`src/rtl/switch_select_sequencer_pkg.sv`:
```
// -----------------------------------------------------------------------------
// switch_select_sequencer_pkg
// Shared definitions for the LED select path: the select-state encodings that
// the sequencer drives and the 1-to-4 LED demux decodes, the default debounce
// length, and the modulo-4 stepping helper used by the select FSM.
// -----------------------------------------------------------------------------
package switch_select_sequencer_pkg;

  // Select encodings; the value is the demux select {sel1, sel0}.
  typedef enum logic [1:0] {
    SEL_LED1 = 2'b00,
    SEL_LED2 = 2'b01,
    SEL_LED3 = 2'b10,
    SEL_LED4 = 2'b11
  } sel_state_t;

  // 10 ms of stable level at a 25 MHz system clock.
  localparam int DEBOUNCE_LIMIT_DEFAULT = 250000;

  // Next select for one cycle of release events. A forward-only release steps
  // +1, a backward-only release steps -1 (both wrap modulo 4 through the 2-bit
  // arithmetic), and simultaneous or absent releases hold the current select.
  function automatic sel_state_t sel_next(input sel_state_t cur,
                                          input logic       fwd,
                                          input logic       back);
    logic [1:0] v;
    v = cur;
    if (fwd && !back) begin
      v = v + 2'd1;
    end else if (back && !fwd) begin
      v = v - 2'd1;
    end
    return sel_state_t'(v);
  endfunction

endpackage

```
`src/rtl/switch_select_sequencer_if.sv`:
```
// -----------------------------------------------------------------------------
// switch_select_sequencer_if
// Board-side bundle of the switch select sequencer: the two raw push-buttons
// in, and the registered LED select, step pulse and debounced levels out.
//   i_Switch_1 / i_Switch_2         raw buttons, asynchronous, high = pressed
//   o_Sel0 / o_Sel1                 demux select bits (LSB / MSB)
//   o_Step                          one-cycle pulse when the select changes
//   o_Switch_1_Clean / _2_Clean     debounced button levels
// master : the board / stimulus side (drives buttons, observes outputs)
// slave  : the sequencer itself
// -----------------------------------------------------------------------------
interface switch_select_sequencer_if;

  logic i_Switch_1;
  logic i_Switch_2;
  logic o_Sel0;
  logic o_Sel1;
  logic o_Step;
  logic o_Switch_1_Clean;
  logic o_Switch_2_Clean;

  modport master (
    output i_Switch_1,
    output i_Switch_2,
    input  o_Sel0,
    input  o_Sel1,
    input  o_Step,
    input  o_Switch_1_Clean,
    input  o_Switch_2_Clean
  );

  modport slave (
    input  i_Switch_1,
    input  i_Switch_2,
    output o_Sel0,
    output o_Sel1,
    output o_Step,
    output o_Switch_1_Clean,
    output o_Switch_2_Clean
  );

endinterface

```
`src/rtl/switch_select_sequencer_debounce_filter.sv`:
```
// -----------------------------------------------------------------------------
// debounce_filter
// Cleans one raw push-button: a 2-flop synchronizer followed by a counter
// filter. The stable level only follows the synchronized input after it has
// differed from the stable level for DEBOUNCE_LIMIT consecutive cycles; any
// cycle of agreement restarts the count, so shorter glitches never pass.
// Ports:
//   clk    system clock, rising edge
//   rst_n  asynchronous active-low reset
//   raw    raw button level, asynchronous to clk
//   clean  debounced, registered level
// -----------------------------------------------------------------------------
module debounce_filter
  import switch_select_sequencer_pkg::*;
#(
  parameter int DEBOUNCE_LIMIT = DEBOUNCE_LIMIT_DEFAULT
) (
  input  logic clk,
  input  logic rst_n,
  input  logic raw,
  output logic clean
);

  localparam int                CNT_W    = $clog2(DEBOUNCE_LIMIT);
  localparam logic [CNT_W-1:0]  CNT_LAST = CNT_W'(DEBOUNCE_LIMIT - 1);

  logic             sync_p0;
  logic             sync_p1;
  logic             stable;
  logic [CNT_W-1:0] cnt;

  always_ff @(posedge clk or negedge rst_n) begin
    if (!rst_n) begin
      sync_p0 <= 1'b0;
      sync_p1 <= 1'b0;
      stable  <= 1'b0;
      cnt     <= '0;
    end else begin
      // synchronizer stage boundary: raw -> sync_p0 -> sync_p1
      sync_p0 <= raw;
      sync_p1 <= sync_p0;
      // filter stage boundary: the cycle that sees CNT_LAST with the
      // difference still present is the DEBOUNCE_LIMIT-th such cycle
      if (sync_p1 != stable) begin
        if (cnt == CNT_LAST) begin
          stable <= sync_p1;
          cnt    <= '0;
        end else begin
          cnt    <= cnt + CNT_W'(1);
        end
      end else begin
        cnt <= '0;
      end
    end
  end

  assign clean = stable;

endmodule

```
`src/rtl/switch_select_sequencer.sv`:
```
// -----------------------------------------------------------------------------
// switch_select_sequencer
// Turns the two board push-buttons into a registered 2-bit LED select for the
// 1-to-4 LED demux. Each button is synchronized and debounced; releasing
// button 1 steps the select forward, releasing button 2 steps it backward,
// both modulo 4. Releasing both in the same cycle is ignored.
// Ports:
//   i_Clk    system clock, rising edge
//   i_Rst_L  asynchronous active-low reset
//   bus      switch_select_sequencer_if.slave
//            (raw buttons in; select, step pulse, clean levels out)
// -----------------------------------------------------------------------------
module switch_select_sequencer
  import switch_select_sequencer_pkg::*;
#(
  parameter int DEBOUNCE_LIMIT = DEBOUNCE_LIMIT_DEFAULT
) (
  input  logic                      i_Clk,
  input  logic                      i_Rst_L,
  switch_select_sequencer_if.slave  bus
);

  logic       clean_1;
  logic       clean_2;
  logic       clean_1_d;
  logic       clean_2_d;
  logic       release_1;
  logic       release_2;
  sel_state_t state;
  logic       step;

  debounce_filter #(
    .DEBOUNCE_LIMIT (DEBOUNCE_LIMIT)
  ) u_debounce_1 (
    .clk   (i_Clk),
    .rst_n (i_Rst_L),
    .raw   (bus.i_Switch_1),
    .clean (clean_1)
  );

  debounce_filter #(
    .DEBOUNCE_LIMIT (DEBOUNCE_LIMIT)
  ) u_debounce_2 (
    .clk   (i_Clk),
    .rst_n (i_Rst_L),
    .raw   (bus.i_Switch_2),
    .clean (clean_2)
  );

  // edge stage boundary: previous clean levels for release detection
  always_ff @(posedge i_Clk or negedge i_Rst_L) begin
    if (!i_Rst_L) begin
      clean_1_d <= 1'b0;
      clean_2_d <= 1'b0;
    end else begin
      clean_1_d <= clean_1;
      clean_2_d <= clean_2;
    end
  end

  // A release is the stable level going 1 -> 0; holding produces nothing.
  assign release_1 = clean_1_d & ~clean_1;
  assign release_2 = clean_2_d & ~clean_2;

  // select stage boundary: state and step pulse update on the same edge
  always_ff @(posedge i_Clk or negedge i_Rst_L) begin
    if (!i_Rst_L) begin
      state <= SEL_LED1;
      step  <= 1'b0;
    end else begin
      case (state)
        SEL_LED1, SEL_LED2, SEL_LED3, SEL_LED4: begin
          state <= sel_next(state, release_1, release_2);
        end
        default: begin
          state <= SEL_LED1;
        end
      endcase
      // simultaneous releases cancel, so only an odd count steps
      step <= release_1 ^ release_2;
    end
  end

  assign bus.o_Sel0           = state[0];
  assign bus.o_Sel1           = state[1];
  assign bus.o_Step           = step;
  assign bus.o_Switch_1_Clean = clean_1;
  assign bus.o_Switch_2_Clean = clean_2;

endmodule

```
`src/flat_wrapper.sv`:
```
// flat-port wrapper written by rule: the top's interface ports become plain ports
module switch_select_sequencer_flat import switch_select_sequencer_pkg::*;
#(
  parameter int DEBOUNCE_LIMIT = DEBOUNCE_LIMIT_DEFAULT
)
  (i_Clk, i_Rst_L, bus_i_Switch_1, bus_i_Switch_2, bus_o_Sel0, bus_o_Sel1, bus_o_Step, bus_o_Switch_1_Clean, bus_o_Switch_2_Clean);
  switch_select_sequencer_if bus_i ();
  input  logic i_Clk;
  input  logic i_Rst_L;
  input wire logic [$bits(bus_i.i_Switch_1)-1:0] bus_i_Switch_1;
  input wire logic [$bits(bus_i.i_Switch_2)-1:0] bus_i_Switch_2;
  output wire logic [$bits(bus_i.o_Sel0)-1:0] bus_o_Sel0;
  output wire logic [$bits(bus_i.o_Sel1)-1:0] bus_o_Sel1;
  output wire logic [$bits(bus_i.o_Step)-1:0] bus_o_Step;
  output wire logic [$bits(bus_i.o_Switch_1_Clean)-1:0] bus_o_Switch_1_Clean;
  output wire logic [$bits(bus_i.o_Switch_2_Clean)-1:0] bus_o_Switch_2_Clean;
  assign bus_i.i_Switch_1 = bus_i_Switch_1;
  assign bus_i.i_Switch_2 = bus_i_Switch_2;
  assign bus_o_Sel0 = bus_i.o_Sel0;
  assign bus_o_Sel1 = bus_i.o_Sel1;
  assign bus_o_Step = bus_i.o_Step;
  assign bus_o_Switch_1_Clean = bus_i.o_Switch_1_Clean;
  assign bus_o_Switch_2_Clean = bus_i.o_Switch_2_Clean;
  switch_select_sequencer #(.DEBOUNCE_LIMIT(DEBOUNCE_LIMIT)) u_core (.i_Clk(i_Clk), .i_Rst_L(i_Rst_L), .bus(bus_i));
endmodule
```
`config.mk`:
```
export PLATFORM = sky130hd
export DESIGN_NAME = switch_select_sequencer_flat
export DESIGN_NICKNAME = d
export VERILOG_FILES = /design/src/rtl/switch_select_sequencer_pkg.sv /design/src/rtl/switch_select_sequencer_if.sv /design/src/rtl/switch_select_sequencer_debounce_filter.sv /design/src/rtl/switch_select_sequencer.sv /design/src/flat_wrapper.sv
export SDC_FILE = /design/constraint.sdc
export NUM_CORES = 1
export LEC_CHECK = 0
export BUFFER_PORTS_ARGS = -buffer_cell sky130_fd_sc_hd__buf_4
export CELL_PAD_IN_SITES_DETAIL_PLACEMENT = 2
export CELL_PAD_IN_SITES_GLOBAL_PLACEMENT = 2
export CORE_ASPECT_RATIO = 0.6
export CORE_MARGIN = 4
export CORE_UTILIZATION = 40
export CTS_CLUSTER_DIAMETER = 50
export CTS_CLUSTER_SIZE = 24
export DETAILED_ROUTE_END_ITERATION = 8
export GPL_ROUTABILITY_DRIVEN = 0
export PLACE_DENSITY_LB_ADDON = 0.1
export RECOVER_POWER = 25
export SLEW_MARGIN = 20
export SYNTH_ARGS = -nofsm -noshare
export SYNTH_HDL_FRONTEND = slang
export SYNTH_SLANG_ARGS = --single-unit
```
`constraint.sdc`:
```
create_clock -name i_Clk -period 2 [get_ports i_Clk]
set_input_delay 0 -clock i_Clk [delete_from_list [all_inputs] [get_ports i_Clk]]
set_output_delay 0 -clock i_Clk [all_outputs]
set_load 0.02 [all_outputs]
```
# Word-level counts from Yosys, hierarchy flattened
# Cells that the tools add are included.
# Widths: inputs -> output; s select.
# op_classes
addsub	4
eq_ne	8
muxes	7
n_bitwise	5
reduce_logical	8
# op_table
cell	n
$mux 18	4
$add 18x1->18 const B	2
$eq 18x18->1 const B	2
$mux 2	3
$eq 2x2->1 const B	2
$reduce_and 2->1	2
$reduce_or 4->1	1
$ne 3x1->1 const B	1
$add 2x1->2 const B	1
$and 1x1->1	2
$eq 2x1->1 const B	1
$logic_and 1x1->1	2
$logic_not 1->1	2
$logic_not 2->1	1
$ne 1x1->1	2
$not 1->1	2
$sub 2x1->2 const B	1
$xor 1x1->1	1
# word_totals
ff_bits	47
word_cells	44

# Depth between registers and ports, before layout
# Gate-level depths: netlist of run 1.
# depth
ltp_word	7
ltp_mapped	5

# Hierarchy
# A second synthesis of run 1 with hierarchy kept.
# hier_totals
cells_unflattened	224
hier_area_um2	2361.0
# modules_own_cells
module	n_inst	cells_each	area_each_um2	seq_area_each_um2
debounce_filter	2	99	1029.7	525.5
switch_select_sequencer	1	26	301.5	125.1

# Least setup slack after synthesis of run 1
# OpenSTA, ideal clock, no wires.
# synth_path
path_kind	register to register
startpoint	reg u_core.u_debounce_2.cnt[10]
endpoint	reg u_core.u_debounce_2.cnt[16]
setup_time_ps	119
arrival_ps	1603
required_time_ps	1881
slack_ps	279
stages_incl_launch_ff	6
path_buffers	1
period_less_slack_ps	1721
cell_sequence	dfrtp_1 nor4_1 nand2_1 o41ai_4 buf_4 nor2_1
# synth_via
elab_chain_cells	3
elab_cells_between_ends	4
classes_between	add/sub (1); eq/ne (1); mux (2)
# synth_rtl
item	line_no	rtl
start, declared	switch_select_sequencer_debounce_filter.sv:30	logic [CNT_W-1:0] cnt;
start signal, assigned	switch_select_sequencer_debounce_filter.sv:49	cnt <= cnt + CNT_W'(1);
$add 18x1->18 / $eq 18x18->1 (equally long branches)	switch_select_sequencer_debounce_filter.sv:49, switch_select_sequencer_debounce_filter.sv:45	
$mux 18 (*)	switch_select_sequencer_debounce_filter.sv:45	if (cnt == CNT_LAST) begin
$mux 18 (*)	switch_select_sequencer_debounce_filter.sv:44	if (sync_p1 != stable) begin
# Mark *: on every way between the ends. The rest lies on a longest branch, timed or not.
# A chain may end at the register's enable or synchronous reset.

# Final worst setup path of run 1
# layout_path
startpoint	reg u_core.u_debounce_2.cnt[10]
endpoint	reg u_core.u_debounce_2.stable, in the netlist u_core.u_debounce_2.clean
# layout_via
elab_chain_cells	2
# layout_rtl
item	line_no	rtl
$eq 18x18->1	switch_select_sequencer_debounce_filter.sv:45	
$reduce_and 2->1 (no line)	-	
end signal, assigned	switch_select_sequencer_debounce_filter.sv:46	stable <= sync_p1;
end, declared	switch_select_sequencer_debounce_filter.sv:29	logic stable;
# Every way passes these cells.

==> results of run 1 <==
## state kept, by name (all words and copies together) (netlist names)
register / count
u_core.bus.o_Step: 1
u_core.clean_1_d: 1
u_core.clean_2_d: 1
u_core.state: 2
u_core.u_debounce_1.clean: 1
u_core.u_debounce_1.cnt: 18
u_core.u_debounce_1.sync_p0: 1
u_core.u_debounce_1.sync_p1: 1
u_core.u_debounce_2.clean: 1
u_core.u_debounce_2.cnt: 18
u_core.u_debounce_2.sync_p0: 1
u_core.u_debounce_2.sync_p1: 1
## power by group through the flow
stage | Clock, mW | Sequential [mW] | Combinational, mW
2_1_floorplan | 0 | 0.992 | 0.0299
3_3_place_gp | 0 | 0.993 | 0.0620
3_5_place_dp | 0 | 0.995 | 0.0670
4_1_cts | 0.598 | 0.976 | 0.0720
5_1_grt | 0.653 | 0.979 | 0.0834
6_report | 0.582 | 0.976 | 0.0699
## layout by cell type, fill, tap and decap left out, types with 2 or more instances in the layout
cell / count
mux2_2: 2
dfrtp_1: 47
a31o_2: 2
o31ai_1: 2
or4_1: 2
nand4_1: 11
nor3_1: 7
nor4_2: 2
nor2_1: 38
dlygate4sd3_1: 3
nand2_1: 12
xor2_1: 6
ha_1: 7
nor4_1: 9
clkbuf_8: 5
inv_1: 11
o21ai_0: 2
nor2b_1: 2
and3_1: 2
buf_4: 9
nand3_1: 10
clkbuf_4: 2
xnor2_1: 25
a21oi_1: 5
## final cells by class
type	count	area, sq um
clock inverters	2	12.5
clock buffers	6	72.6
fillers	550	2690
flip-flops and latches	47	1180
repair buffers	16	129
multi-input cells	156	1030
inverters	11	41.3
well taps	66	82.6
## synth_stat cells (all sizes together)
| cell type | instances |
|---|---|
| dfrtp | 47 |
| nor2 | 38 |
| xnor2 | 25 |
| nand2 | 12 |
| nor4 | 12 |
| inv | 11 |
| nand3 | 11 |
| nand4 | 11 |
| ha | 7 |
| nor3 | 7 |
| xor2 | 6 |
| a21oi | 5 |
| o21ai | 3 |
| or4 | 3 |
| a31o | 2 |
| and3 | 2 |
| mux2 | 2 |
| nor2b | 2 |
| o31ai | 2 |
| o41ai | 2 |
| buf | 1 |
| clkbuf | 1 |
| nand2b | 1 |
| nor4b | 1 |
| nor4bb | 1 |
| or3 | 1 |
## stage by stage
step	setup TNS, ps	cell area (sq um)	util [%]	power [mW]	std cells
after floorplan	0	2230	-	1.02	216
after global placement	0	2400	45.8	1.06	293
after detailed placement	0	2400	45.8	1.06	293
after CTS	0	2510	48.0	1.65	304
after global routing	-13.0	2540	48.6	1.72	304
final	0	2540	48.6	1.63	304
## what timing repair did
item                                   4_1_cts  5_1_grt
buffers inserted                             0        0
setup endpoints to repair                    0        3
endpoints found under the hold margin       49        0
hold buffers                                 3        0
resized for setup                            0        5
## worst register-to-register path, stage by stage, from the launching register on
cell,delay [ps]
dfrtp_1,470
nor4_1,340
nand2_1,230
nor4_4,370
mux2_2,390
## worst paths after layout
path,start,endpoint,slack [ps],cells after the start
setup / recovery,u_core.u_debounce_2.cnt[10],u_core.u_debounce_2.clean,90,4
hold / removal,u_core.u_debounce_1.sync_p0,u_core.u_debounce_1.sync_p1,360,0
setup reg to reg,u_core.u_debounce_2.cnt[10],u_core.u_debounce_2.clean,90,4
hold reg to reg,u_core.u_debounce_1.sync_p0,u_core.u_debounce_1.sync_p1,360,0
max in group asynchronous,i_Rst_L,u_core.u_debounce_1.cnt[14],780,2
min in group asynchronous,i_Rst_L,u_core.state[0],500,2
## per-layer routing
layer / vias up / part of all wire [%] / global-route usage, %
met3: 4 / 2.0 / 3.51
met4: 0 / 0.69 / 4.48
met5: - / 0 / 0
li1: 788 / - / -
met2: 14 / 45 / 30.5
met1: 865 / 53 / 28.6
## cells by family (layout without fill, tap and decap cells)
| kind of cell | after synthesis | in the layout | share of synthesized area (%) |
|---|---|---|---|
| AO/OA/AOI/OAI | 14 | 14 | 4.88 |
| XOR/XNOR | 31 | 31 | 12.2 |
| adder cells (fa/ha/maj) | 7 | 7 | 3.93 |
| buffers and inverters | 13 | 35 | 2.36 |
| flip-flops | 47 | 47 | 52.8 |
| multiplexers | 2 | 2 | 1.01 |
| AND/OR/NAND/NOR | 102 | 102 | 22.9 |
==> results_dict.tcl, run 1 <==
set metrics [dict create \
    track_usage_pct 19.6 \
    maxSlewViolCount 0 \
    worst_ep_arrival_time_ps 2100 \
    switchingPower_uw 396 \
    clock_tree.buffer_depth 2 \
    placeableCoreArea_sq_mm 0.00523 \
    tritoncts "yes" \
    first_pass_iters 4 \
    grt_pass1_wl_um 10300 \
    p_leak_nw 1.05 \
    slowest_stage "dfrtp_1" \
    hold_class "reg2reg" \
    overflow 0 \
    maxSlewHeadroom_pct 21.2 \
    io_pins 9 \
    antenna_found_initial 0 \
    final_antenna_net_count 0 \
    seq_area_frac_synth_pct 52.8 \
    start_util_pct 42.6 \
    path_class "reg2reg" \
    setup_slack_ps 91.0 \
    hold_ws_ps 360 \
    cts_sinks 47 \
    syn_area_sq_mm 0.00223 \
    min_period_over_period_pct 95.5 \
    yosysTopAreaCell "dfrtp_1" \
    place_ws_ps 41.0 \
    syn_avg_cell_area_sq_um 10.3 \
    grt_pass1_vias 1892 \
    nets 248 \
    cp-start-kind "flip-flop" \
    seqPwrFrac_pct 60.0 \
    die_area_sq_mm 0.00687 \
    status "finished clean" \
    max_cap_violations 0 \
    syn_inst 216 \
    p_int_mw 1.23 \
    path_max_fanout 6 \
    synth_top_area_share_pct 52.8 \
    clock.fmax_mhz 524 \
    crit_path_end_kind "flip-flop" \
    dp_hpwl_um 4310 \
    drc 0 \
    cts-buffers-inserted 5 \
    pwr-share-clk_pct 35.7 \
    combPwrFrac_pct 4.3 \
    clkTransAtPathRegs_ps 100 \
    numPortBuffers 8 \
    num_vias 1671 \
    period_needed_ps 1910 \
    syn2layout_area_growth_pct 14.0 \
    fp.dieW_um 104 \
    drt_iter0_drc 84 \
    syn_nets 227 \
    n_antenna_cell 0 \
    vias_per_cell 5.50 \
    vdd_ir_drop_max_uv 242 \
    synth-seq-cells 47 \
    htree_levels 2 \
    routed_wl_um 5980 \
    cp_num_buf_inv 0 \
    clock_skew_ps 13.9 \
    drive_above_1_share_pct 12.6 \
    setup_viol 0 \
    synth.distinct_cells 30 \
    yosys_warnings 0 \
    root_buffer "clkbuf_8" \
    die_height_um 65.8 \
    wl_per_cell_um 19.7 \
    critical_path_required_ps 2190 \
    grt_max_degree 48 \
    p_per_area_mw_per_mm2 641 \
    hold_violations 0 \
    max_stage_delay_ps 470 \
    crit_family "simple AND/OR/NAND/NOR gates" \
    insertion_delay_ps 310 \
    worst_pin_slew_ps 1180 \
    p_sw_share_pct 24.3 \
    num_rows 20 \
    path_cells "nor4_1 > nand2_1 > nor4_4 > mux2_2" \
    ys_top_cells_by_area "dfrtp_1 (53%), xnor2_1 (9.8%), nor2_1 (6.4%)" \
]
Power figures use the tool's default switching activity.
==> run 2, diff against run 1 <==
--- a/config.mk
+++ b/config.mk
@@ -20,4 +20,5 @@
 export SLEW_MARGIN = 20
 export SYNTH_ARGS = -nofsm -noshare
 export SYNTH_HDL_FRONTEND = slang
+export SYNTH_HIERARCHICAL = 1
 export SYNTH_SLANG_ARGS = --single-unit
==> run 2 against run 1 <==
Against the previous run:
- core utilization decreased by 0.13 points
- via count increased by 4.6%
- wire length increased by 5.2%
- sequential share of layout area decreased by 3.3 points
- largest cell class unchanged
- die area increased by 5.4%
==> results_dict.tcl, run 2 <==
set metrics [dict create \
    hold_class "reg2reg" \
    cp-start-kind "flip-flop" \
    cts_sinks 47 \
    drc 0 \
    num_vias 1748 \
    drive_above_1_share_pct 17.4 \
    max_stage_delay_ps 420 \
    path_max_fanout 5 \
    setup_slack_ps 97.2 \
    antenna_found_initial 0 \
    clock_skew_ps 5.98 \
    fp.dieW_um 107 \
    cp_num_buf_inv 1 \
    critical_path_required_ps 2180 \
    setup_viol 0 \
    cts-buffers-inserted 5 \
    slowest_stage "dfrtp_1" \
    synth_top_area_share_pct 49.8 \
    num_rows 21 \
    htree_levels 2 \
    syn_nets 237 \
    grt_pass1_wl_um 10800 \
    placeableCoreArea_sq_mm 0.00565 \
    period_needed_ps 1900 \
    seq_area_sq_mm 0.00118 \
    grt_max_degree 48 \
    max_cap_violations 0 \
    synth_common_cells "dfrtp_1 (47), nor2_1 (37), xnor2_1 (20), nor4_1 (14)" \
    rrSetupSlack_ps 100 \
    status "finished clean" \
    clkTransAtPathRegs_ps 90 \
    track_usage_pct 19.6 \
    p_leak_nw 1.20 \
    multi_input_comb_area_sq_mm 0.00112 \
    synth-seq-cells 47 \
    synth_edf_count 0 \
    ys_top_cells_by_area "dfrtp_1 (50%), xnor2_1 (7.4%), nor2_1 (5.9%)" \
    maxSlewHeadroom_pct 23.4 \
    synth.distinct_cells 28 \
    synthArstFlopShare_pct 100 \
    syn_inst 224 \
    final_core_util_pct 48.5 \
    yosys.cell_count.top_type "dfrtp_1" \
    routed_wl_um 6290 \
    tritoncts "yes" \
    path_class "reg2reg" \
    power_mw 1.73 \
    syn_avg_cell_area_sq_um 10.5 \
    reg.largest.list "u_core/u_debounce_1/cnt x18, u_core/u_debounce_2/cnt x18, u_core/state x2" \
    path_cells "ha_1 > nand4_1 > buf_4 > nor4_1 > xnor2_1 > nor2_1" \
    numPortBuffers 8 \
    yosys_warnings 6 \
    die_height_um 67.5 \
    drt_iter0_drc 68 \
    maxSlewViolCount 0 \
    insertion_delay_ps 290 \
    min_period_over_period_pct 95.1 \
    clock_tree.buffer_depth 2 \
    n_antenna_cell 0 \
    wl_per_cell_um 18.9 \
    worst_ep_arrival_time_ps 2090 \
    grt_pass1_vias 2019 \
    dp_cells 321 \
    tns_ps 0 \
    fill_cells 596 \
    clock.fmax_mhz 526 \
    hold_violations 0 \
    syn2layout_area_growth_pct 16.0 \
    place_ws_ps 32.9 \
    yosysTopAreaCell "dfrtp_1" \
    root_buffer "clkbuf_8" \
    crit_family "simple AND/OR/NAND/NOR gates" \
    seq_area_frac_synth_pct 49.8 \
    dp_hpwl_um 4560 \
    final_antenna_net_count 0 \
    first_pass_iters 4 \
    mostFrequentLayoutCells "dfrtp_1 (47), nor2_1 (37), xnor2_1 (20)" \
    mostFrequentLayoutCell "dfrtp_1" \
    overflow 0 \
    worst_pin_slew_ps 1150 \
    crit_path_end_kind "flip-flop" \
    finalNonFillerCells 333 \
    synthFlopType "dfrtp_1" \
    nets 266 \
    vias_per_cell 5.25 \
    io_pins 9 \
    vdd_ir_drop_max_uv 284 \
    p_per_area_mw_per_mm2 630 \
    start_util_pct 41.8 \
    syn_area_sq_mm 0.00236 \
    die_area_sq_mm 0.00724 \
    grt_setup_unrepaired "no" \
]
==> run 2: cell types whose count changed after synthesis, sizes merged, moves of 3 or more <==
cell | previous run | this run
nor3 | 7 | 4
xnor2 | 25 | 20
nand2b | 1 | 4
nand3 | 11 | 14
xor2 | 6 | 11
==> run 2: final cells by class <==
cell class              instances  share of cell area [%]
flip-flops and latches         47                    43.0
clock buffers                   6                    2.65
multi-input cells             163                    40.8
repair buffers                 26                    7.45
clock inverters                 1                    1.10
inverters                      10                    1.37
well taps                      80                    3.66
==> run 2: what timing repair did <==
item | CTS | global route
hold buffers | 3 | 0
endpoints found under the hold margin | 49 | 0
buffers inserted | 0 | 2
endpoints found under the setup margin | 0 | 3
gates resized for setup | 0 | 1
==> run 2: path summary, 6_finish.rpt <==
kind                                               end  depth (start not counted)                   startpoint
hold / removal             u_core/u_debounce_2/sync_p1                          0  u_core/u_debounce_2/sync_p0
max in group asynchronous   u_core/u_debounce_1/cnt[2]                          2                      i_Rst_L
setup reg to reg           u_core/u_debounce_1/cnt[16]                          6   u_core/u_debounce_1/cnt[0]
setup / recovery           u_core/u_debounce_1/cnt[16]                          6   u_core/u_debounce_1/cnt[0]
hold reg to reg            u_core/u_debounce_2/sync_p1                          0  u_core/u_debounce_2/sync_p0
min in group asynchronous              u_core/state[1]                          2                      i_Rst_L
==> run 2: metrics by stage <==
step	area, sq um	hold slack [ps]
floorplan	2360	-296
global placement	2590	38.2
detailed placement	2590	50.6
CTS	2720	273
global route	2740	370
finish	2740	362
==> run 2: per-layer routing <==
metal | track usage (%) | routed length, um
met1 | 27.2 | 3220
met2 | 32.5 | 2940
met3 | 4.30 | 124
met4 | 3.19 | 8
met5 | 0 | 0
==> run 2: where the power goes <==
| part | leakage (nW) | total (mW) | switching (mW) | internal, mW |
|---|---|---|---|---|
| Combinational | 0.502 | 0.0715 | 0.0452 | 0.0262 |
| Sequential | 0.643 | 0.979 | 0.0158 | 0.963 |
| Clock | 0.0513 | 0.675 | 0.308 | 0.367 |
| Total | 1.20 | 1.73 | 0.369 | 1.36 |
==> run 2: kinds of logic (layout without fill, tap and decap cells) <==
logic type	after synthesis	in the layout	share of synthesized area, %
AOI/OAI and AO/OA	12	12	5.25
xor gates and xnor gates	31	31	11.5
DFF	47	47	49.8
buffers and inverters	14	43	2.86
and+or+nand+nor	107	107	24.0
muxes	4	4	1.80
adders and majority gates	9	9	4.77
==> run 2: worst reg2reg max path, cell delays in order (launching register included) <==
cell	delay (ps)
dfrtp_1	420
ha_1	230
nand4_1	230
buf_4	240
nor4_1	410
xnor2_1	190
nor2_1	70
